<file path="src/rtl/pll_lock_reset_sequencer.sv">
// PLL start-up/supervision: drives RESETB/BYPASS, qualifies LOCK,
// releases downstream resets in stages and re-sequences on lock loss.
module pll_lock_reset_sequencer #(
  parameter int RESET_ASSERT_CYCLES = 16,
  parameter int LOCK_STABLE_CYCLES  = 256,
  parameter int LOCK_TIMEOUT_CYCLES = 65536,
  parameter int NUM_DOMAINS         = 2,
  parameter int STAGE_DELAY_CYCLES  = 16,
  parameter int MAX_RETRIES         = 3,
  parameter int BYPASS_ON_FAIL      = 1
) (
  input  logic                   clk,
  input  logic                   reset,
  input  logic                   pll_lock,
  input  logic                   force_relock,
  output logic                   pll_resetb,
  output logic                   pll_bypass,
  output logic [NUM_DOMAINS-1:0] domain_reset,
  output logic                   ready,
  output logic                   failed,
  output logic [(MAX_RETRIES > 0 ? $clog2(MAX_RETRIES+1) : 1)-1:0]
                                 retry_count,
  output logic [7:0]             lock_loss_count
);

  localparam int RW  = (MAX_RETRIES > 0) ? $clog2(MAX_RETRIES+1) : 1;
  localparam int REL = STAGE_DELAY_CYCLES * NUM_DOMAINS;
  localparam int M1  = (RESET_ASSERT_CYCLES > LOCK_STABLE_CYCLES) ?
                       RESET_ASSERT_CYCLES : LOCK_STABLE_CYCLES;
  localparam int M2  = (M1 > LOCK_TIMEOUT_CYCLES) ? M1 : LOCK_TIMEOUT_CYCLES;
  localparam int MX  = (M2 > REL) ? M2 : REL;
  localparam int CW  = $clog2(MX + 1);

  typedef enum logic [2:0] {
    S_HOLD,
    S_WAIT,
    S_REL,
    S_RUN,
    S_FAIL
  } state_e;

  state_e                 state_q, state_d;
  logic [CW-1:0]          cnt_q, cnt_d, cnt_n;
  logic [CW-1:0]          stable_q, stable_d, stable_n;
  logic [RW-1:0]          retry_q, retry_d;
  logic [7:0]             llc_q, llc_d;
  logic                   resetb_q, resetb_d;
  logic                   bypass_q, bypass_d;
  logic [NUM_DOMAINS-1:0] dom_q, dom_d;
  logic                   ready_q, ready_d;
  logic                   failed_q, failed_d;
  logic [1:0]             sync_q;
  logic                   lock_s;

  assign lock_s = sync_q[1];

  always_ff @(posedge clk) begin
    if (reset) begin
      sync_q   <= '0;
      state_q  <= S_HOLD;
      cnt_q    <= '0;
      stable_q <= '0;
      retry_q  <= '0;
      llc_q    <= '0;
      resetb_q <= 1'b0;
      bypass_q <= 1'b0;
      dom_q    <= '1;
      ready_q  <= 1'b0;
      failed_q <= 1'b0;
    end else begin
      sync_q   <= {sync_q[0], pll_lock};
      state_q  <= state_d;
      cnt_q    <= cnt_d;
      stable_q <= stable_d;
      retry_q  <= retry_d;
      llc_q    <= llc_d;
      resetb_q <= resetb_d;
      bypass_q <= bypass_d;
      dom_q    <= dom_d;
      ready_q  <= ready_d;
      failed_q <= failed_d;
    end
  end

  always_comb begin
    state_d  = state_q;
    cnt_d    = cnt_q;
    stable_d = stable_q;
    retry_d  = retry_q;
    llc_d    = llc_q;
    resetb_d = resetb_q;
    bypass_d = bypass_q;
    dom_d    = dom_q;
    ready_d  = ready_q;
    failed_d = failed_q;
    cnt_n    = cnt_q + CW'(1);
    stable_n = lock_s ? stable_q + CW'(1) : '0;

    unique case (state_q)
      S_HOLD: begin
        resetb_d = 1'b0;
        dom_d    = '1;
        if (cnt_q == CW'(RESET_ASSERT_CYCLES - 1)) begin
          state_d  = S_WAIT;
          cnt_d    = '0;
          stable_d = '0;
          resetb_d = 1'b1;
        end else begin
          cnt_d = cnt_n;
        end
      end
      S_WAIT: begin
        // a stable lock wins over a coincident timeout
        if (stable_n == CW'(LOCK_STABLE_CYCLES)) begin
          state_d  = S_REL;
          cnt_d    = '0;
          stable_d = '0;
        end else if (cnt_n == CW'(LOCK_TIMEOUT_CYCLES)) begin
          cnt_d    = '0;
          stable_d = '0;
          resetb_d = 1'b0;
          if (retry_q < RW'(MAX_RETRIES)) begin
            state_d = S_HOLD;
            retry_d = retry_q + RW'(1);
          end else begin
            state_d  = S_FAIL;
            failed_d = 1'b1;
            ready_d  = 1'b0;
            bypass_d = (BYPASS_ON_FAIL != 0);
            dom_d    = (BYPASS_ON_FAIL != 0) ? '0 : '1;
          end
        end else begin
          cnt_d    = cnt_n;
          stable_d = stable_n;
        end
      end
      S_REL, S_RUN: begin
        if (!lock_s) begin
          state_d  = S_HOLD;
          cnt_d    = '0;
          stable_d = '0;
          resetb_d = 1'b0;
          dom_d    = '1;
          ready_d  = 1'b0;
          if (llc_q != 8'hFF) llc_d = llc_q + 8'd1;
        end else if (state_q == S_REL) begin
          for (int i = 0; i < NUM_DOMAINS; i++) begin
            if (cnt_q == CW'(STAGE_DELAY_CYCLES * (i + 1) - 1))
              dom_d[i] = 1'b0;
          end
          if (cnt_q == CW'(REL - 1)) begin
            state_d = S_RUN;
            cnt_d   = '0;
            dom_d   = '0;
            ready_d = 1'b1;
            retry_d = '0;
          end else begin
            cnt_d = cnt_n;
          end
        end
      end
      S_FAIL: begin
        resetb_d = 1'b0;
        ready_d  = 1'b0;
      end
      default: begin
        state_d = S_HOLD;
        cnt_d   = '0;
      end
    endcase

    if (force_relock) begin
      state_d  = S_HOLD;
      cnt_d    = '0;
      stable_d = '0;
      retry_d  = '0;
      resetb_d = 1'b0;
      bypass_d = 1'b0;
      dom_d    = '1;
      ready_d  = 1'b0;
      failed_d = 1'b0;
    end
  end

  assign pll_resetb      = resetb_q;
  assign pll_bypass      = bypass_q;
  assign domain_reset    = dom_q;
  assign ready           = ready_q;
  assign failed          = failed_q;
  assign retry_count     = retry_q;
  assign lock_loss_count = llc_q;

endmodule

</file>
<file path="config.mk">
export PLATFORM = sky130hd
export DESIGN_NAME = pll_lock_reset_sequencer
export DESIGN_NICKNAME = d
export VERILOG_FILES = /design/src/rtl/pll_lock_reset_sequencer.sv
export SDC_FILE = /design/constraint.sdc
export NUM_CORES = 1
export LEC_CHECK = 0
export BUFFER_PORTS_ARGS = -buffer_cell sky130_fd_sc_hd__buf_2
export CAP_MARGIN = 40
export CELL_PAD_IN_SITES_DETAIL_PLACEMENT = 0
export CELL_PAD_IN_SITES_GLOBAL_PLACEMENT = 1
export CORE_ASPECT_RATIO = 1.75
export CORE_MARGIN = 2
export CORE_UTILIZATION = 46
export CTS_CLUSTER_DIAMETER = 30
export DETAILED_ROUTE_END_ITERATION = 8
export PLACE_DENSITY = 0.79
export SYNTH_ARGS = -nofsm -noshare
export SYNTH_HDL_FRONTEND = slang
export SYNTH_SLANG_ARGS = --single-unit
</file>
<file path="constraint.sdc">
create_clock -name clk -period 3.8 [get_ports clk]
set_clock_uncertainty 0.2 [all_clocks]
set_input_delay 0.95 -clock clk [delete_from_list [all_inputs] [get_ports clk]]
set_output_delay 0.95 -clock clk [all_outputs]
set_load 0.01 [all_outputs]
</file>
Word level (Yosys, flattened, before mapping) --
Cells that the tools add are included. W data, S select, Z words.
Storage, ports and cells: bits in registers 54, latch bits 0, memory bits (writable) 0, ROM bits 0, input bits 4, memories kept 0
Cells by class: $add $sub $neg 4, multipliers 0, div/mod/pow operators 0, order comparisons 1, equal/unequal tests 22, shift-type cells 0, muxes and demuxes 48, bitwise operators 4, reductions and logical operators 17
Operators by type and width (number):
- $mux W17 | 11
- $pmux W17 S4 | 1
- $pmux W17 S3 | 1
- $add A17 B1 Y17 const B | 2
- $mux W2 | 12
- $mux W3 | 7
- $ne A2 B2 Y1 const B | 9
- $reduce_and A6 Y1 | 3
- $eq A17 B17 Y1 const B | 1
- $eq A17 B4 Y1 const B | 1
- $eq A17 B5 Y1 const B | 1
- $eq A17 B9 Y1 const B | 1
- $pmux W3 S4 | 1
- $mux W1 | 11
- $ne A3 B3 Y1 const B | 3
- $add A8 B1 Y8 const B | 1
- $ne A8 B8 Y1 const B | 1
- $reduce_and A4 Y1 | 2
- $reduce_and A7 Y1 | 1
- $eq A3 B2 Y1 const B | 2
- $pmux W2 S3 | 1
- $reduce_and A3 Y1 | 2
- $reduce_bool A3 Y1 | 2
- $reduce_and A5 Y1 | 1
- other kinds (14) | 18

Longest topological paths before layout --
Gate-level depths: netlist of run 1.
word-level depth 6, mapped depth 11

Worst setup path after synthesis of run 1 --
Ideal clock, no wire load.
kind reg-to-reg, start point reg stable_q[1], end point reg stable_q[3], setup time 116 ps, data arrival time 2614 ps, setup slack 869 ps, cell stages (with the launch flop) 12, buffers on the path 2, cells stage by stage dfxtp_1 -> ha_1 -> clkbuf_2 -> nand3_1 -> or3_1 -> o21ai_0 -> a41oi_2 -> nor4_4 -> nand3b_2 -> buf_6 -> a21oi_1 -> a31o_2
On the way: cells in the longest elaborated chain, start to end 5, elaborated cells between the ends (all ways) 6, classes of those cells 1 x add/sub; 1 x eq/ne; 4 x mux
Ends and longest elaborated chain:
- start: declaration | RTL line 44 | logic [CW-1:0] stable_q, stable_d, stable_n;
- start signal: assignment | RTL line 74 | stable_q <= stable_d;
- $add A17 B1 Y17 * | RTL line 97 | stable_n = lock_s ? stable_q + CW'(1) : '0;
- $mux W17 * | RTL line 97
- $eq A17 B9 Y1 or $mux W17 (tied branches) | RTL line 114, 118
- $mux W17 * | RTL line 114 | if (stable_n == CW'(LOCK_STABLE_CYCLES)) begin
- $pmux W17 S3 * | RTL line 99 | unique case (state_q)
Mark *: on every way between the ends. The rest lies on a longest branch, timed or not. A chain may end at the register's enable or synchronous reset.

Worst setup path after layout of run 1 --
start point reg cnt_q[0], end point reg cnt_q[9]
On the way: cells in the longest elaborated chain, start to end 5, elaborated cells between the ends (all ways) 11, classes of those cells 1 x add/sub; 3 x eq/ne; 7 x mux
Ends and longest elaborated chain:
- start: declaration | RTL line 43 | logic [CW-1:0] cnt_q, cnt_d, cnt_n;
- start signal: assignment | RTL line 73 | cnt_q <= cnt_d;
- $add A17 B1 Y17 or $eq A17 B5 Y1 (tied branches) | RTL line 96, 151
- $eq A17 B17 Y1 or $mux W17 (tied branches) | RTL line 118, 151
- $mux W17 (on tied branches) | RTL line 118, 146
- $mux W17 (on tied branches) | RTL line 114, 138
- $pmux W17 S4 * | RTL line 99
Mark *: on every way between the ends. The rest lies on a longest branch, timed or not. The select of a mux whose other input is x is not followed.

==> results of run 1 <==
synth_stat cells, types with 8 or more instances:
library cell / instances / area (µm²)
xnor2_1: 8 / 70.1
nand3_1: 30 / 150
nor2_1: 42 / 158
or3_1: 11 / 68.8
mux2i_1: 12 / 120
nor3_1: 16 / 80.1
buf_2: 11 / 55.1
clkbuf_1: 23 / 86.3
nand4_1: 17 / 106
inv_1: 8 / 30.0
nor4_1: 14 / 87.6
o21ai_0: 24 / 120
dfxtp_1: 54 / 1080
a31oi_1: 11 / 68.8
a21oi_1: 17 / 85.1
a21o_1: 8 / 60.1
nand2_1: 42 / 158
sequential cells by signal (all words and copies together) (netlist names):
name and cells:
failed 1, lock_loss_count 8, ready 1, state_q 3
pll_resetb 1, stable_q 17, cnt_q 17, retry_count 2
domain_reset 2, sync_q 2
repair_timing:
item	4_1_cts	5_1_grt
setup endpoints to repair	0	10
hold endpoints to repair	0	0
resized for setup	0	2
power groups by stage:
| stage | clock network, W | logic (W) | registers [W] |
|---|---|---|---|
| 2_1_floorplan | 0 | 0.0000198 | 0.000583 |
| 3_3_place_gp | 0 | 0.0000290 | 0.000583 |
| 3_5_place_dp | 0 | 0.0000293 | 0.000583 |
| 4_1_cts | 0.000539 | 0.0000293 | 0.000570 |
| 5_1_grt | 0.000555 | 0.0000323 | 0.000570 |
| 6_report | 0.000526 | 0.0000289 | 0.000570 |
cells by family (layout without fill, tap and decap cells):
group / Yosys count / count (layout) / synth area share, %
and+or+nand+nor: 220 / 220 / 34.4
AOI/OAI and AO/OA: 100 / 100 / 19.6
DFF: 54 / 54 / 30.8
buffers and inverters: 47 / 43 / 6.02
xor gates and xnor gates: 15 / 15 / 3.74
muxes: 13 / 13 / 3.74
adders and majority gates: 5 / 5 / 1.78
worst paths after layout:
path | start | end | slack [ns] | depth (start not counted)
worst min register to register | sync_q[0]$_SDFF_PP0_ | sync_q[1]$_SDFF_PP0_ | 0.24 | 1
worst max-delay path | cnt_q[0]$_SDFFE_PP0P_ | cnt_q[9]$_SDFFE_PP0P_ | 0.39 | 10
worst max register to register | cnt_q[0]$_SDFFE_PP0P_ | cnt_q[9]$_SDFFE_PP0P_ | 0.39 | 10
worst min-delay path | sync_q[0]$_SDFF_PP0_ | sync_q[1]$_SDFF_PP0_ | 0.24 | 1
per-layer routing:
layer	track usage, %	part of all wire [%]	up-vias
met5	0	0	-
li1	-	-	1659
met2	42.1	57	78
met4	12.0	3.5	0
met1	23.2	37	1584
met3	3.27	2.8	24
cell type report:
cell class	count	area share, %
Inverter	8	0.796
Multi-Input combinational cell	353	59.1
Clock buffer	5	3.32
Tap cell	88	2.92
Sequential cell	54	28.7
Timing Repair Buffer	27	4.11
Clock inverter	3	1.06
stage by stage:
stage	cells	power, W	instance area, µm²	hold slack [ns]
6_report	538	0.00112	3770	0.240
4_1_cts	538	0.00114	3760	0.243
2_1_floorplan	454	0.000603	3510	0.214
3_5_place_dp	530	0.000613	3590	0.227
3_3_place_gp	530	0.000612	3590	0.225
5_1_grt	538	0.00116	3770	0.264
==> metrics.yaml, run 1 <==
status: "finished, final reports clean"
clock-root-buffer: "clkbuf_16"
antennaDiodeCount: 0
cts_max_path_buffers: 2
synthArstFlopShare_pct: 0
hp-class: "reg -> reg"
drtPass1Iterations: 4
p_leak_nw: 1.33
multiInputGateArea_mm2: 0.00223
cp_num_buf_inv: 1
fmax_ghz: 0.294
crit_arrival_ns: 3.44
intPower_w: 0.000885
seq_area_frac_synth_pct: 30.8
dp_worst_setup_slack_ns: 0.317
syn_inst: 454
cellPowerDensity_mw_per_mm2: 298
seqPwrFrac_pct: 50.7
antenna_found_initial: 0
worst-path-max-fanout: 16
layout-drive-gt1-share_pct: 12.0
start_util_pct: 47.0
finalSetupTns_ns: 0
path_cells: "ha_1, nand3_1, or4_1, o2111ai_1, nor4_2, a21o_1, o21ai_2, buf_4, a31oi_1, mux2i_1"
cts_hold_buf: 0
critical_path.max_stage_delay_ns: 0.56
synth_seq_cells: 54
wl_per_cell_um: 16.8
design.core.area_mm2: 0.00746
dr_total_vias: 3345
synth_area_per_cell_um2: 7.73
synth_fp_nets: 463
clockPowerShare_pct: 46.7
syn-cell-area_mm2: 0.00351
die_h_um: 120
track_usage_pct: 22.4
clk_latency_ns: 0.30
synth_cell_types: 61
post-route-drc-count: 0
rows: 42
dp_hpwl_mm: 6.82
critPathCaptureType: "register"
grt_max_degree: 24
p_sw_share_pct: 21.3
vdd_drop_max_mv: 0.220
synth_flop_cell: "dfxtp_1"
rsz0062_at_grt: "no"
p_comb_share_pct: 2.6
yosysWarnings: 0
maxCapViolations: 0
worstSetupPathType: "reg -> reg"
crit_required_ns: 3.83
slew_headroom_pct: 57.8
tightest_slew_ns: 0.633
power.switching_w: 0.000239
cts.reportedPaths.clkPinSlew_ns: 0.07
synth_edf_count: 0
fin_ws_ns: 0.393
cp_slowest_cell: "or4_1"
register_area_mm2: 0.00108
final_hold_viol_count: 0
grt_pass1_wl_mm: 15.1
post_cts_buffers: 0
place_congestion: 0.907
drt_first_iter_violations: 125
fillers: 772
cp_top_family: "simple AND/OR/NAND/NOR gates"
drt-total-wl_mm: 9.06
drt-vias-per-instance: 6.22
fin_nets: 458
first_global_vias: 3198
io_pins: 20
cts_sinks: 54
period_share_pct: 89.7
layout_commonest_cell: "dfxtp_1"
htree_levels: 2
startpoint_type: "register"
syn_to_final_growth_pct: 7.45
finalSetupViolations: 0
die_w_um: 70.0
fin_crit_ns: 3.41
slew_violations: 0
cts_inserted_buffers: 5
postLayoutCoreUtil_pct: 50.6
layout_common_cells: "dfxtp_1, nand2_1, nor2_1"
cts_tree: "yes"
die_area_mm2: 0.00837
grt-ovfl-total: 0
portBuffers: 19
antenna_left: 0
No activity file was read; power rests on OpenSTA's default activity.
==> run 2, diff against run 1 <==
- PLACE_DENSITY: 0.79 -> unset
- PLACE_DENSITY_LB_ADDON: unset -> 0.1
==> metrics.yaml, run 2 (same netlist as run 1, synthesis figures left out) <==
clock-root-buffer: "clkbuf_16"
syn_to_final_growth_pct: 7.66
drt_first_iter_violations: 110
period_share_pct: 89.2
layout_common_cells: "dfxtp_1, nand2_1, nor2_1"
dp_hpwl_mm: 7.07
rows: 42
critPathCaptureType: "register"
final_hold_viol_count: 0
cp_slowest_cell: "dfxtp_1"
place_congestion: 0.824
finalSetupViolations: 0
start_util_pct: 47.0
crit_arrival_ns: 3.38
grt_pass1_wl_mm: 15.5
register_area_mm2: 0.00108
cts_tree: "yes"
final_cell_area_mm2: 0.00378
drt-total-wl_mm: 9.38
path_cells: "ha_1, nand3_1, or3_1, o21ai_0, a41oi_2, nor4_4, nand3b_2, o21ai_0, a21o_1"
fmax_ghz: 0.295
status: "finished, final reports clean"
vdd_drop_max_mv: 0.273
cts_resized: 0
slew_violations: 0
cts_inserted_buffers: 5
track_usage_pct: 23.1
wl_per_cell_um: 17.4
path_common_cell: "o21ai_0"
first_global_vias: 3198
postLayoutCoreUtil_pct: 50.7
tightest_slew_ns: 0.666
slew_headroom_pct: 55.6
cts_hold_buf: 0
die_w_um: 70.0
cts.reportedPaths.clkPinSlew_ns: 0.07
layout_commonest_cell: "dfxtp_1"
io_pins: 20
htree_levels: 2
crit_required_ns: 3.79
post_cts_buffers: 0
critical_path.max_stage_delay_ns: 0.48
drtPass1Iterations: 4
grt_max_degree: 19
design.core.area_mm2: 0.00746
layout-drive-gt1-share_pct: 11.9
fin_crit_ns: 3.39
worst-path-max-fanout: 15
portBuffers: 19
antennaDiodeCount: 0
place_area_mm2: 0.00361
cts_max_path_buffers: 2
hp-class: "reg -> reg"
whs_ns: 0.265
rsz0062_at_grt: "no"
cellPowerDensity_mw_per_mm2: 299
finalSetupTns_ns: 0
post-route-drc-count: 0
maxCapViolations: 0
worstSetupPathType: "reg -> reg"
multiInputGateArea_mm2: 0.00222
dr_total_vias: 3350
clk_latency_ns: 0.30
fillers: 786
p_leak_nw: 1.33
fin_nets: 460
cts_sinks: 54
drt-vias-per-instance: 6.20
antenna_found_initial: 0
startpoint_type: "register"
die_h_um: 120
die_area_mm2: 0.00837
grt-ovfl-total: 0
antenna_left: 0
-- run 2: cell count changes in the layout (fill, tap and decap cells not counted), sizes merged --
cell | before | now
buf | 27 | 29
clkinv | 2 | 0
clkinvlp | 0 | 2
-- run 2: layout make-up --
type | instances | area share (%)
Multi-Input combinational cell | 353 | 58.7
Sequential cell | 54 | 28.6
Timing Repair Buffer | 29 | 4.50
Clock buffer | 5 | 3.31
Tap cell | 88 | 2.91
Clock inverter | 3 | 1.19
Inverter | 8 | 0.794
-- run 2: path summary, 6_finish.rpt --
path / start / to / slack [ns] / depth (start not counted)
min reg2reg: domain_reset[0]$_SDFFE_PP1P_ / domain_reset[0]$_SDFFE_PP1P_ / 0.27 / 2
min: domain_reset[0]$_SDFFE_PP1P_ / domain_reset[0]$_SDFFE_PP1P_ / 0.27 / 2
max reg2reg: stable_q[0]$_SDFFE_PP0P_ / stable_q[5]$_SDFFE_PP0P_ / 0.41 / 9
max: stable_q[0]$_SDFFE_PP0P_ / stable_q[5]$_SDFFE_PP0P_ / 0.41 / 9
-- run 2: power by group --
part / total, W / switching, W / leakage [nW] / internal (W)
registers: 0.000570 / 0.00000297 / 0.436 / 0.000567
logic: 0.0000300 / 0.0000209 / 0.818 / 0.00000914
clock network: 0.000532 / 0.000220 / 0.0760 / 0.000311
-- run 2: critical path: cells and delay by family, from the launching register on --
family / cells / cell delay (ns)
AOI/OAI and AO/OA: 4 / 0.79
and+or+nand+nor: 4 / 1.45
adders and majority gates: 1 / 0.36
DFF: 1 / 0.48
-- run 2: through the flow --
stage	total power, W	setup slack (ns)	instances
3_3_place_gp	0.000614	0.514	532
3_5_place_dp	0.000614	0.405	532
4_1_cts	0.00115	0.396	540
6_report	0.00113	0.410	540
5_1_grt	0.00117	0.116	540
2_1_floorplan	0.000603	0.869	454
-- run 2: routing by layer --
metal | global-route usage (%) | wire [µm]
met5 | 0 | 0
met4 | 13.2 | 426
met3 | 2.60 | 211
met2 | 43.5 | 5240
met1 | 24.2 | 3500
